==> config.mk <==
export PLATFORM = sky130hd
export DESIGN_NAME = sram_port_arbiter
export DESIGN_NICKNAME = d
export VERILOG_FILES = /design/src/rtl/sram_port_arbiter.sv
export SDC_FILE = /design/constraint.sdc
export NUM_CORES = 1
export LEC_CHECK = 0
export BUFFER_PORTS_ARGS = -buffer_cell sky130_fd_sc_hd__buf_2
export CAP_MARGIN = 25
export CORE_AREA = 2 2 99 101
export DETAILED_ROUTE_END_ITERATION = 8
export DIE_AREA = 0 0 101 103
export HOLD_SLACK_MARGIN = 0.02
export PLACE_DENSITY = 0.54
export SLEW_MARGIN = 20
export SYNTH_ARGS = -nofsm -noshare
export SYNTH_HDL_FRONTEND = slang
export SYNTH_SLANG_ARGS = --single-unit
==> constraint.sdc <==
create_clock -name clk -period 2.6 [get_ports clk]
set_input_delay 0.13 -clock clk [delete_from_list [all_inputs] [get_ports clk]]
set_output_delay 0.13 -clock clk [all_outputs]
set_load 0.01 [all_outputs]
==> src/rtl/sram_port_arbiter.sv <==
// Two-master round-robin arbiter in front of a single-port SRAM.
// Optional burst locking is enabled by defining SRAM_ARB_BURST_LOCK_EN.
//
// Ports:
//   clk, rst_n : clock, async active-low reset
//   mN_req/we/last/addr/wdata : master N request (N = 0,1)
//   mN_gnt     : combinational grant; transfer completes on req & gnt
//   mN_rvalid  : one-cycle pulse, read data for master N
//   mN_rdata   : i_rdata while mN_rvalid, else zero
//   o_we/o_waddr/o_wdata/o_raddr : SRAM native port outputs
//   i_rdata    : SRAM read data, valid one cycle after read grant
module sram_port_arbiter #(
  parameter int AW = 12,
  parameter int DW = 32
) (
  input  logic          clk,
  input  logic          rst_n,
  input  logic          m0_req,
  input  logic          m0_we,
  input  logic          m0_last,
  input  logic [AW-1:0] m0_addr,
  input  logic [DW-1:0] m0_wdata,
  output logic          m0_gnt,
  output logic          m0_rvalid,
  output logic [DW-1:0] m0_rdata,
  input  logic          m1_req,
  input  logic          m1_we,
  input  logic          m1_last,
  input  logic [AW-1:0] m1_addr,
  input  logic [DW-1:0] m1_wdata,
  output logic          m1_gnt,
  output logic          m1_rvalid,
  output logic [DW-1:0] m1_rdata,
  output logic          o_we,
  output logic [AW-1:0] o_waddr,
  output logic [DW-1:0] o_wdata,
  output logic [AW-1:0] o_raddr,
  input  logic [DW-1:0] i_rdata
);

  logic [1:0]    req;
  logic [1:0]    gnt;
  logic [1:0]    arb;
  logic          any;
  logic          sel;
  logic          we_s;
  logic [AW-1:0] addr_s;
  logic [DW-1:0] wdata_s;
  logic          ptr_q, ptr_d;
  logic [1:0]    rv_q, rv_d;

  assign req = {m1_req, m0_req};

  // Plain round-robin choice; ptr_q names the favoured master.
  always_comb begin
    arb = req;
    if (&req) begin
      arb = ptr_q ? 2'b10 : 2'b01;
    end
  end

`ifdef SRAM_ARB_BURST_LOCK_EN
  typedef enum logic [1:0] {
    UNLOCKED,
    LOCK0,
    LOCK1
  } lock_e;

  lock_e lock_q, lock_d;
  logic  last_s;

  // A held lock shuts out the other master even if the owner idles.
  always_comb begin
    gnt = '0;
    unique case (lock_q)
      LOCK0:   gnt[0] = req[0];
      LOCK1:   gnt[1] = req[1];
      default: gnt = arb;
    endcase
    gnt = gnt & {2{rst_n}};
  end

  assign last_s = sel ? m1_last : m0_last;

  always_comb begin
    lock_d = lock_q;
    ptr_d  = ptr_q;
    if (any) begin
      unique case (lock_q)
        UNLOCKED: begin
          if (!last_s) lock_d = sel ? LOCK1 : LOCK0;
          else         ptr_d  = ~sel;
        end
        default: begin
          if (last_s) begin
            lock_d = UNLOCKED;
            ptr_d  = ~sel;
          end
        end
      endcase
    end
  end

  always_ff @(posedge clk or negedge rst_n) begin
    if (!rst_n) lock_q <= UNLOCKED;
    else        lock_q <= lock_d;
  end
`else
  logic unused_last;

  assign unused_last = ^{m0_last, m1_last};
  assign gnt = arb & {2{rst_n}};

  always_comb begin
    ptr_d = ptr_q;
    if (any) ptr_d = ~sel;
  end
`endif

  assign any     = |gnt;
  assign sel     = gnt[1];
  assign we_s    = sel ? m1_we    : m0_we;
  assign addr_s  = sel ? m1_addr  : m0_addr;
  assign wdata_s = sel ? m1_wdata : m0_wdata;

  assign m0_gnt  = gnt[0];
  assign m1_gnt  = gnt[1];
  assign o_we    = any & we_s;
  assign o_waddr = any ? addr_s  : '0;
  assign o_wdata = any ? wdata_s : '0;
  assign o_raddr = any ? addr_s  : '0;

  assign rv_d[0] = gnt[0] & ~m0_we;
  assign rv_d[1] = gnt[1] & ~m1_we;

  always_ff @(posedge clk or negedge rst_n) begin
    if (!rst_n) begin
      ptr_q <= 1'b0;
      rv_q  <= '0;
    end else begin
      ptr_q <= ptr_d;
      rv_q  <= rv_d;
    end
  end

  assign m0_rvalid = rv_q[0];
  assign m1_rvalid = rv_q[1];
  assign m0_rdata  = rv_q[0] ? i_rdata : '0;
  assign m1_rdata  = rv_q[1] ? i_rdata : '0;

endmodule

# After elaboration in Yosys (flattened, before gate mapping)
# Index checks and enable logic that the tools add are counted.
[totals] ff_bits=3 in_bits=128 output_inout_bits=125 elab_cells=20
[classes] n_mux=9 bitwise=7 reduce_logical=2
[ops] op="$mux 32" n=4
[ops] op="$mux 12" n=2
[ops] op="$mux 2" n=2
[ops] op="$and 1x1->1" n=3
[ops] op="$not 1->1" n=3
[ops] op="$and 2x2->2" n=1
[ops] op="$reduce_and 2->1" n=1
[ops] op="$reduce_or 2->1" n=1
[ops] op="$mux 1" n=1

# Longest topological paths before layout
[logic_depth] depth_word=5 ltp_mapped=5 mapped_depth_nobuf=2

# Worst setup path before layout
# No wires, ideal clock.
[synth_path] path_type="reg-to-output" from="register ptr_q" to="output port o_waddr[0]" arrival_time_ps=1274 t_required_ps=2470 path_slack_ps=1196 stages_incl_launch_ff=6 path_buffers=3 path_cell_list="dfrtp_1 -> a21bo_2 -> buf_4 -> buf_4 -> o32ai_2 -> buf_4"
[synth_between] elab_chain_cells=5 word_cells_on_any_way=6 classes_between="mux: 4; bitwise: 1; reduce/logical: 1"
[synth_rtl] item="start, declared" line="49" rtl="logic ptr_q, ptr_d;"
[synth_rtl] item="start signal, assigned" line="141" rtl="ptr_q <= ptr_d;"
[synth_rtl] item="$mux 2 (*)" line="58" rtl="arb = ptr_q ? 2'b10 : 2'b01;"
[synth_rtl] item="$mux 2 (*)" line="57" rtl="if (&req) begin"
[synth_rtl] item="$and 2x2->2 (*)" line="112" rtl="assign gnt = arb & {2{rst_n}};"
[synth_rtl] item="$mux 12 / $reduce_or 2->1 (equally long branches)" line="123, 120"
[synth_rtl] item="$mux 12 (*)"
[synth_rtl] item="end, declared" line="35" rtl="output logic [AW-1:0] o_waddr,"
# Every way passes the cells marked *; elsewhere a longest branch is shown, timed or not.

# Worst setup path in the final report
[layout_path] from="input port rst_n" to="output port o_wdata[0]"
[layout_between] elab_chain_cells=3 word_cells_on_any_way=4 classes_between="mux: 2; bitwise: 1; reduce/logical: 1"
[layout_rtl] item="start, declared" line="17" rtl="input logic rst_n,"
[layout_rtl] item="$and 2x2->2 (*)" line="112"
[layout_rtl] item="$mux 32 / $reduce_or 2->1 (equally long branches)" line="124, 120"
[layout_rtl] item="$mux 32 (*)" line="130" rtl="assign o_wdata = any ? wdata_s : '0;"
[layout_rtl] item="end, declared" line="36" rtl="output logic [DW-1:0] o_wdata,"
# Marks and branches as above.

==> out/metrics.cfg <==
[placement]
detailed_place_hpwl_microns = 6110
gp_congestion = 0.837
portBuffers = 250

[sta]
tightest_slew_ps = 931
hold_viol = 0
layout_min_cycle_time_ps = 1970
rsz0062_at_grt = false
max-slew-margin-rel_pct = 37.9
max_freq_mhz = 507
setup_viol = 0
fin_crit_sh_pct = 75.8
slew_viol_final = 0
holdWs_ps = 100
fin_skew_ps = 3.37
final.setup.tns_ps = 0

[cts]
root_buffer = clkbuf_8
path_clk_slew_ps = 30
numCtsBuffers = 3
clk_path_buf_depth = 2
cts_tree = built
clk_latency_ps = 220
htree_num_levels = 1
clock_sinks = 3

[drt]
drtIter0Drc = 60
firstDrtPassIters = 4
vias = 2570
avgViaCountPerCell = 4.38
wl_per_cell_microns = 12.7
drc = 0
wl_microns = 7480
ant_nets = 0

[global_route]
grt_pass1_wl_microns = 10300
grt_max_degree = 61
grt_pass1_vias = 2100
antenna_found_initial = 0
grt_overflow_total = 0
gr-usage-all-layers_pct = 12.5

[yosys]
synth_top_area_share_pct = 26.0
synth_area_sq_um = 1750
synthTopCellsByArea = o32ai_2 (26%), and2_1 (23%), nand2_1 (20%)
synth_cells = 255
avgSynthCellArea_sq_um = 6.87
netlist.top_cell.by_area = o32ai_2
syn_nets = 383
ys_ff_latch = 3
synth_warnings = 0
ys_seq_area_share_pct = 4.28
synthDistinctLibCells = 17

[power_and_ir_drop]
power.density_nw_per_um2 = 236
leakage_nw = 1.76
ir_drop_v = 0.000108
total_power_mw = 0.707

[setup_path]
crit_start = rst_n
critPathLaunchType = input port
required_ps = 2470
arrival_ps = 1840
r2r_setup_slack_ps = 1350
end_kind = primary output
path_max_fanout = 60
critPathKind = in2out
r2r_start = ptr_q$_DFFE_PN0P_

[cells_and_area]
drive_above_1_share_pct = 61.1
area_delta_synth_final_pct = 70.9
final_cell_mix = buf_2 (250), nand2_1 (92), and2_1 (64)
fill_cells = 1041
finalNetCount = 602
num_antenna_cells = 0
layout_commonest_cell = buf_2

[floorplan]
initial_core_util_pct = 18.5
die_area_sq_um = 10400
rows = 36
coreArea_sq_um = 9460
io_pins = 253
die_x_microns = 101
die_h_microns = 103

[hold_path]
min_from = m1_we
hold_class = in2reg

[status]
status = finished, final reports clean

[run]
drv_cap = 0

==> state kept, by name, summed over array words and instances (netlist names) <==
| signal | cells |
|---|---|
| rv_q | 2 |
| ptr_q | 1 |
==> path summary, 6_finish.rpt <==
kind                                          end  depth (start not counted)
worst max-delay path                   o_wdata[0]                          6
worst min-delay path            rv_q[1]$_DFF_PN0_                          2
worst max register to register  rv_q[1]$_DFF_PN0_                          2
worst min register to register  rv_q[0]$_DFF_PN0_                          1
max in group asynchronous       rv_q[1]$_DFF_PN0_                          3
min in group asynchronous       ptr_q$_DFFE_PN0P_                          3
==> per-stage QoR <==
step	instance area (sq um)	worst slack, ps	util, %	std cells
after detailed placement	2940	837	31.1	582
final	3000	628	31.7	587
after floorplan	1750	1200	-	255
after global routing	3000	438	31.7	587
after global placement	2940	839	31.1	582
after CTS	3000	599	31.7	587
==> critical path, stage by stage <==
cell           delay, ps
dlygate4sd3_1        530
buf_2                110
buf_4                420
nand2_1               90
o32ai_1              330
buf_2                200
==> cell usage after synthesis, drive strengths merged <==
library cell,count
a211oi,1
a21bo,1
a21oi,2
a31oi,1
and2,64
buf,30
clkbuf,12
dfrtp,3
inv,1
nand2,92
nor2,1
nor2b,1
nor3,1
o32ai,45
==> layout make-up <==
type                       instances  area (sq um)  share of cell area [%]
timing repair buffer             256          1320                    44.2
tap                              114           143                    4.76
clock buffer                       4          45.0                    1.50
inverter                           1          3.75                   0.125
multi-input combinational        209          1410                    46.9
sequential                         3          75.1                    2.51
==> repair_timing <==
item                      in CTS  in global routing
gates resized for setup        0                  0
hold endpoints to repair       3                  0
buffers inserted               0                  0
hold buffers                   1                  0
==> cells by family (layout without fill, tap and decap cells) <==
logic type | after synthesis | after routing | synth area share, %
flops | 3 | 3 | 4.28
buf+inv | 43 | 261 | 15.9
compound gates | 50 | 50 | 36.4
simple gates | 159 | 159 | 43.4
==> where the power goes <==
group | leakage (nW) | internal (mW) | switching (mW) | total [mW]
clock network | 0.0228 | 0.105 | 0.0328 | 0.138
registers | 0.0383 | 0.0512 | 0.0141 | 0.0653
logic | 1.70 | 0.233 | 0.271 | 0.504
total | 1.76 | 0.389 | 0.318 | 0.707
==> metal layers <==
metal	GRT usage, %	vias up	share of wire, %
met5	0	-	0
met4	2.91	0	0.92
met3	2.03	6	8.9
met2	25.6	144	53
met1	13.2	1113	37
li1	-	1307	-
Note: power is estimated with default switching activity, not from simulation.
